[config.mk]
export PLATFORM = sky130hd
export DESIGN_NAME = shift_mix_stage
export DESIGN_NICKNAME = d
export VERILOG_FILES = /design/src/rtl/shift_mix_stage.sv
export SDC_FILE = /design/constraint.sdc
export NUM_CORES = 1
export LEC_CHECK = 0
export ABC_CLOCK_PERIOD_IN_PS = 1600
export CORE_AREA = 2 2 254 256
export DETAILED_ROUTE_END_ITERATION = 6
export DIE_AREA = 0 0 256 258
export GPL_TIMING_DRIVEN = 0
export PLACE_DENSITY_LB_ADDON = 0.15
export SLEW_MARGIN = 20
export SYNTH_ARGS = -nofsm -noshare
export SYNTH_HDL_FRONTEND = slang
export SYNTH_SLANG_ARGS = --single-unit
[constraint.sdc]
create_clock -name clk_i -period 1.6 [get_ports clk_i]
set_clock_uncertainty 0.05 [all_clocks]
set_input_delay 0.16 -clock clk_i [delete_from_list [all_inputs] [get_ports clk_i]]
set_output_delay 0.16 -clock clk_i [all_outputs]
set_load 0.03 [all_outputs]
[src/rtl/shift_mix_stage.sv]
// ============================================================================
//  Module      : shift_mix_stage
//  Description : AES round stage following SubBytes. Applies ShiftRows and
//                MixColumns (ShiftRows only on the final round) to a 128-bit
//                state and holds results in a 2-entry valid/ready buffer.
//  Revision    : 1.0 - initial release
// ============================================================================
`default_nettype none

module shift_mix_stage #(
    parameter int DEPTH = 2
) (
    input  logic         clk_i,
    input  logic         rst_ni,
    input  logic         in_valid_i,
    output logic         in_ready_o,
    input  logic [127:0] state_i,
    input  logic         final_i,
    output logic         out_valid_o,
    input  logic         out_ready_i,
    output logic [127:0] state_o,
    output logic         final_o
);

    // Buffer occupancy limit; the pointer logic below assumes two entries.
    localparam logic [1:0] c_depth = 2'(DEPTH);

    // Multiply by x in GF(2^8), reduction polynomial 0x11B.
    function automatic logic [7:0] xtime(input logic [7:0] a);
        return {a[6:0], 1'b0} ^ (a[7] ? 8'h1b : 8'h00);
    endfunction

    // Multiply by {03} = xtime(a) ^ a.
    function automatic logic [7:0] mul3(input logic [7:0] a);
        return xtime(a) ^ a;
    endfunction

    // ------------------------------------------------------------------------
    // Transform datapath (purely combinational on the input state)
    // ------------------------------------------------------------------------
    logic [127:0] w_sr;        // ShiftRows result
    logic [127:0] w_mc;        // MixColumns applied to w_sr
    logic [127:0] w_result;    // value written into the buffer

    // Byte n lives at [127-8n -: 8] with row n%4 and column n/4. ShiftRows
    // fetches the destination byte (r,c) from source column (c+r)%4.
    genvar gc, gr;
    generate
        for (gc = 0; gc < 4; gc++) begin : g_col
            for (gr = 0; gr < 4; gr++) begin : g_row
                assign w_sr[127-8*(4*gc+gr) -: 8] =
                    state_i[127-8*(4*((gc+gr)%4)+gr) -: 8];
            end

            logic [7:0] w_t0;
            logic [7:0] w_t1;
            logic [7:0] w_t2;
            logic [7:0] w_t3;

            assign w_t0 = w_sr[127-32*gc -: 8];
            assign w_t1 = w_sr[119-32*gc -: 8];
            assign w_t2 = w_sr[111-32*gc -: 8];
            assign w_t3 = w_sr[103-32*gc -: 8];

            // Fixed MixColumns matrix rows (2 3 1 1) rotated per output byte.
            assign w_mc[127-32*gc -: 8] = xtime(w_t0) ^ mul3(w_t1) ^ w_t2 ^ w_t3;
            assign w_mc[119-32*gc -: 8] = w_t0 ^ xtime(w_t1) ^ mul3(w_t2) ^ w_t3;
            assign w_mc[111-32*gc -: 8] = w_t0 ^ w_t1 ^ xtime(w_t2) ^ mul3(w_t3);
            assign w_mc[103-32*gc -: 8] = mul3(w_t0) ^ w_t1 ^ w_t2 ^ xtime(w_t3);
        end
    endgenerate

    // Final round bypasses MixColumns.
    assign w_result = final_i ? w_sr : w_mc;

    // ------------------------------------------------------------------------
    // Two-entry output buffer
    // ------------------------------------------------------------------------
    logic [127:0] r_entry_state [2];
    logic         r_entry_final [2];
    logic         r_head;
    logic         r_tail;
    logic [1:0]   r_count;

    logic         w_push;
    logic         w_pop;

    // Ready depends only on registered occupancy, so downstream ready never
    // reaches upstream combinationally.
    assign in_ready_o  = (r_count < c_depth);
    assign out_valid_o = (r_count != 2'd0);
    assign w_push      = in_valid_i && in_ready_o;
    assign w_pop       = out_valid_o && out_ready_i;

    // Entry storage: write the transformed state into the tail slot on push.
    generate
        for (genvar gi = 0; gi < 2; gi++) begin : g_entry
            always_ff @(posedge clk_i or negedge rst_ni) begin
                if (!rst_ni) begin
                    r_entry_state[gi] <= '0;
                    r_entry_final[gi] <= 1'b0;
                end else if (w_push && (r_tail == 1'(gi))) begin
                    r_entry_state[gi] <= w_result;
                    r_entry_final[gi] <= final_i;
                end
            end
        end
    endgenerate

    // Pointer maintenance; 1-bit pointers wrap naturally from 1 to 0.
    always_ff @(posedge clk_i or negedge rst_ni) begin
        if (!rst_ni) begin
            r_head <= 1'b0;
            r_tail <= 1'b0;
        end else begin
            if (w_push) begin
                r_tail <= ~r_tail;
            end
            if (w_pop) begin
                r_head <= ~r_head;
            end
        end
    end

    // Occupancy counter; simultaneous push and pop leaves it unchanged.
    always_ff @(posedge clk_i or negedge rst_ni) begin
        if (!rst_ni) begin
            r_count <= 2'd0;
        end else begin
            case ({w_push, w_pop})
                2'b10:   r_count <= r_count + 2'd1;
                2'b01:   r_count <= r_count - 2'd1;
                default: r_count <= r_count;
            endcase
        end
    end

    // Head entry drives the outputs directly from registers.
    assign state_o = r_entry_state[r_head];
    assign final_o = r_entry_final[r_head];

endmodule

`default_nettype wire

**Word level (Yosys, flattened, before mapping)**

Cells that the tools add are included.

- Eq/ne operators: 2
- Reductions and logical operators: 6
- Order comparisons: 2
- Add/sub/neg operators: 2
- Multiplexer cells: 24
- Bitwise gates (word level): 83

Operator list:

| kind | count |
|---|---|
| $mux W128 | 4 |
| $xor A8 B8 Y8 | 64 |
| $xor A8 B5 Y8 | 16 |
| $mux W5 | 16 |
| $logic_and A1 B1 Y1 | 4 |
| $pmux W2 S2 | 1 |
| $reduce_bool A2 Y1 | 2 |
| $mux W1 | 3 |
| $add A2 B1 Y2 const B | 1 |
| $eq A2 B1 Y1 const B | 1 |
| $eq A2 B2 Y1 const B | 1 |
| $ge A2 B2 Y1 const B | 1 |
| $lt A2 B2 Y1 const B | 1 |
| $not A1 Y1 | 2 |
| $not A1 Y2 | 1 |
| $sub A2 B1 Y2 const B | 1 |

- Word-level logic and storage cells: 126
- Bits in registers: 262
- Input port bits: 133
- Output and inout bits: 131

**Depth between registers and ports, before layout**

- Depth after elaboration: 7
- Mapped depth: 7
- Gate-level depth less buffers: 6

**Worst setup path before layout**

No wires, ideal clock.

- Kind: flip-flop to flip-flop
- Start point: reg r_count[1]
- End point: reg r_entry_state[100] (netlist bit)
- Data required time: 1,468 ps
- Cell stages (with the launch flop): 8
- Path buffers: 3
- Library setup time: 82 ps
- Data arrival time: 1,693 ps
- Path slack: -225 ps
- Cells stage by stage: dfrtp_1 > inv_1 > and3_1 > clkbuf_1 > clkbuf_1 > clkbuf_1 > nor2_1 > a31oi_1

- Word-level cells in the longest chain between the ends: 3

RTL lines:

| what | line | source |
|---|---|---|
| start: declaration | 83 | `logic [1:0] r_count;` |
| start signal: assignment | 131 | `2'b10: r_count <= r_count + 2'd1;` |
| start signal: assignment | 132 | `2'b01: r_count <= r_count - 2'd1;` |
| start signal: assignment | 133 | `default: r_count <= r_count;` |
| $lt A2 B2 Y1 | 90 | `assign in_ready_o = (r_count < c_depth);` |
| via in_ready_o | 16 | `output logic in_ready_o,` |
| $logic_and A1 B1 Y1 | 92 | `assign w_push = in_valid_i && in_ready_o;` |
| $logic_and A1 B1 Y1 | 102 | `end else if (w_push && (r_tail == 1'(gi))) begin` |
| end signal: indexed assignment | 103 | `r_entry_state[gi] <= w_result;` |
| end: declaration | 79 | `logic [127:0] r_entry_state [2];` |

The timed path passes the listed nets, and every way through them passes these cells.
A chain may end at the register's enable or synchronous reset.

**Worst setup path in the final report**

- Start point: reg r_head
- End point: out state_o[18]

- Word-level cells in the longest chain between the ends: 4

RTL lines:

| what | line | source |
|---|---|---|
| start: declaration | 81 | `logic r_head;` |
| start signal: assignment | 120 | `r_head <= ~r_head;` |
| $not A1 Y2 (implied by the code) | 139 | `assign state_o = r_entry_state[r_head];` |
| $mux W128 (implied by the code) (3 in series) | 139 |  |
| end: declaration | 21 | `output logic [127:0] state_o,` |

No other way between the ends. The select of a mux whose other input is x is not followed.

==> out/metrics.cfg <==
[hold_path]
hold_class = in2reg

[synthesis]
ys_top_cells_by_area = dfrtp_1 36%, xnor3_1 20%, a31oi_1 8.7%
synthSimpleGateAreaFrac_pct = 16.9
yosys.area_share.adder_pct = 0.0688
synth_top_family_by_area = XOR/XNOR gates
syn_nets = 1896
synth-compound-area-share_pct = 8.74
yosys.area_share.xor_xnor_pct = 25.8
netlist_area_sq_um = 18200
synth_seq_cells = 262
synth_edf_count = 0
synth_top_area_cell = dfrtp_1
ys.warnings.count = 0
ys_seq_area_share_pct = 36.1
async_reset_ff_share_pct = 100
muxShareOfSynthArea_pct = 8.10
syn_inst = 1762
netlist.area_leader.share_pct = 36.1
syn_area_per_cell_sq_um = 10.3
synth_cell_types = 32
ys.flop_type = dfrtp_1

[sta]
hold_viol = 0
max_freq_ghz = 0.456
setup_tns_ps = -68760
finalCriticalPeriod_ps = 2190
drv_slew = 0
worst_slack_ps = -593
fin_crit_sh_pct = 137
tightest_slew_ps = 749
rsz0062_at_grt = yes
relSlewSlack_pct = 49.7
setup_violations = 130
hold-worst-slack_ps = 8.25

[finish]
drive_gt1_share_pct = 25.8
fillCellCount = 6402
areaGrowthSynthToFinish_pct = 31.0
utilization_pct = 37.4
nets = 2194

[die]
ioPinCount = 264
start_util_pct = 28.6
rows = 93
coreArea_sq_um = 63600
die_area_sq_um = 66000
die_w_microns = 256
die_y_microns = 258

[power]
p_leak_nw = 11.2
pwr_density_cell_nw_per_um2 = 1900
ir_drop_mv = 1.13

[flow_run]
cap_violations = 0

[critical_path]
setup.worst_path.start_class = register
critPathCapture = state_o[18]
cp_max_fo = 10
r2r_start = r_count[1]$_DFFE_PN0P_
worst-setup-path-type = reg2out
r2r_slack_ps = 50
critical_path.startpoint = r_head$_DFFE_PN0P_
r2r_end = r_entry_state[227]$_DFFE_PN0P_
endpoint_kind = output pin
rr_worst_depth = 5
critPathArrivalTime_ps = 1980
required_ps = 1390

[route]
totalWireLength_mm = 66.3
drc_errors = 0
ant_nets = 0
viasPerCell = 4.88
dr.pass1.iters = 5
wl_per_cell_microns = 22.5
first_iter_violations = 821
vias = 14348

[clock_network]
cts_htree_levels = 2
clock-sinks = 262
cts_tree = done
cts_root_buffer = clkbuf_16
insertion_delay_ps = 540
path_clk_slew_ps = 50
cts_buffer_depth = 3
cts_made_buffers = 35

[grt]
grt_max_degree = 72
grt_pass1_wl_mm = 97.7
grt_pass1_vias = 14839
overflow = 0
gr-usage-all-layers_pct = 19.6
antenna_found_initial = 6

[run_status]
status = complete, but fails checks
violations = negative setup slack

[place]
routabilityCongestion = 0.827
dpl.hpwl_mm = 47.3
numPortBuffers = 187

## cell usage after synthesis, types with 3 or more instances
cell and number:
nor2_1 327, or2_2 7, nor3b_1 3, dfrtp_1 262
clkbuf_1 92, mux2_2 129, clkbuf_2 13, xnor2_2 5
or3b_1 49, nand2_1 210, buf_1 14, nand3_1 4
buf_6 3, nand2b_1 45, buf_4 6, xor3_2 4
buf_2 47, xnor2_1 72, xor2_1 12, a31oi_1 254
xnor3_1 165, or3b_2 24, or2_1 4
## power breakdown
group | internal, mW | total, mW | switching [mW]
Combinational | 11.4 | 25.9 | 14.5
Sequential | 9.98 | 11.7 | 1.73
Clock | 4.61 | 7.77 | 3.16
## cell usage in the layout (no fill, tap or decap), drive strengths merged, types with 73 or more instances in the layout
cell type	synthesis	layout
buf	70	239
dfrtp	262	262
mux2	129	129
nor2	327	327
xnor2	78	78
or3b	73	73
nand2	210	210
xnor3	165	165
a31oi	254	254
clkbuf	105	121
## metrics by stage
| stage | area, sq um | power, mW | std cells | setup slack, ps |
|---|---|---|---|---|
| 2_1_floorplan | 18200 | 27.3 | 1762 | -31.3 |
| 6_report | 23800 | 45.3 | 2941 | -593 |
| 3_5_place_dp | 21200 | 36.8 | 2807 | -1700 |
| 4_1_cts | 23400 | 44.7 | 2934 | -727 |
| 5_1_grt | 23800 | 48.0 | 2940 | -647 |
| 3_3_place_gp | 21100 | 36.5 | 2804 | -11330 |
## how the worst min path moves through the flow
stage                                            start                        endpoint  slack, ps  depth (start not counted)
final                                     state_i[117]  r_entry_state[149]$_DFFE_PN0P_          8                          3
after global routing                      state_i[117]  r_entry_state[149]$_DFFE_PN0P_         10                          3
after CTS                                 state_i[103]  r_entry_state[199]$_DFFE_PN0P_          2                          3
after detailed placement                        rst_ni   r_entry_state[79]$_DFFE_PN0P_        100                          1
after global placement    r_entry_final[0]$_DFFE_PN0P_    r_entry_final[0]$_DFFE_PN0P_        410                          2
after floorplan                                 rst_ni          r_count[0]$_DFFE_PN0P_       -190                          0
## cells by family (layout without fill, tap and decap cells)
group	count (synthesis)	after routing
xor gates and xnor gates	260	260
buffers and inverters	176	497
AOI/OAI and AO/OA	254	254
and+or+nand+nor	678	678
muxes	131	131
other	0	3
adders and majority gates	1	1
DFF	262	262
## registers in the layout, indices dropped and copies added, names as in the netlist
name,cells
r_tail,1
r_entry_state,256
r_entry_final,2
r_head,1
r_count,2
## critical path, cell delays in order, from the launching register on
cell	delay, ps
dfrtp_2	480
clkbuf_16	250
buf_12	150
mux2_2	360
buf_2	180
## cell type report
type	count	area, sq um	share of cell area [%]
diodes	3	7.51	0.0315
multi-input cells	1324	11200	47.0
clock buffers	49	1020	4.29
repair buffers	270	2450	10.3
well taps	855	1070	4.49
flip-flops and latches	262	6560	27.5
inverters	1	3.75	0.0158
clock inverters	11	92.6	0.389
plain buffers	166	1420	5.98
## timing repair
action / 4_1_cts / 5_1_grt
endpoints found under the setup margin: 390 / 391
pin swaps: 1 / 25
buffers inserted: 1 / 7
hold buffers: 66 / 0
gates resized for setup: 463 / 717
cloned: 0 / 6
hold endpoints to repair: 228 / 0
## routing by layer
layer | vias to the layer above | wire [microns] | GRT usage, % | part of all wire, %
met5 | - | 13 | 0 | 0.020
met4 | 2 | 1390 | 5.34 | 2.1
met3 | 73 | 3070 | 3.22 | 4.6
met2 | 345 | 32400 | 33.4 | 49
met1 | 7218 | 29500 | 25.7 | 44
li1 | 6710 | - | - | -
Note: power is estimated with default switching activity, not from simulation.
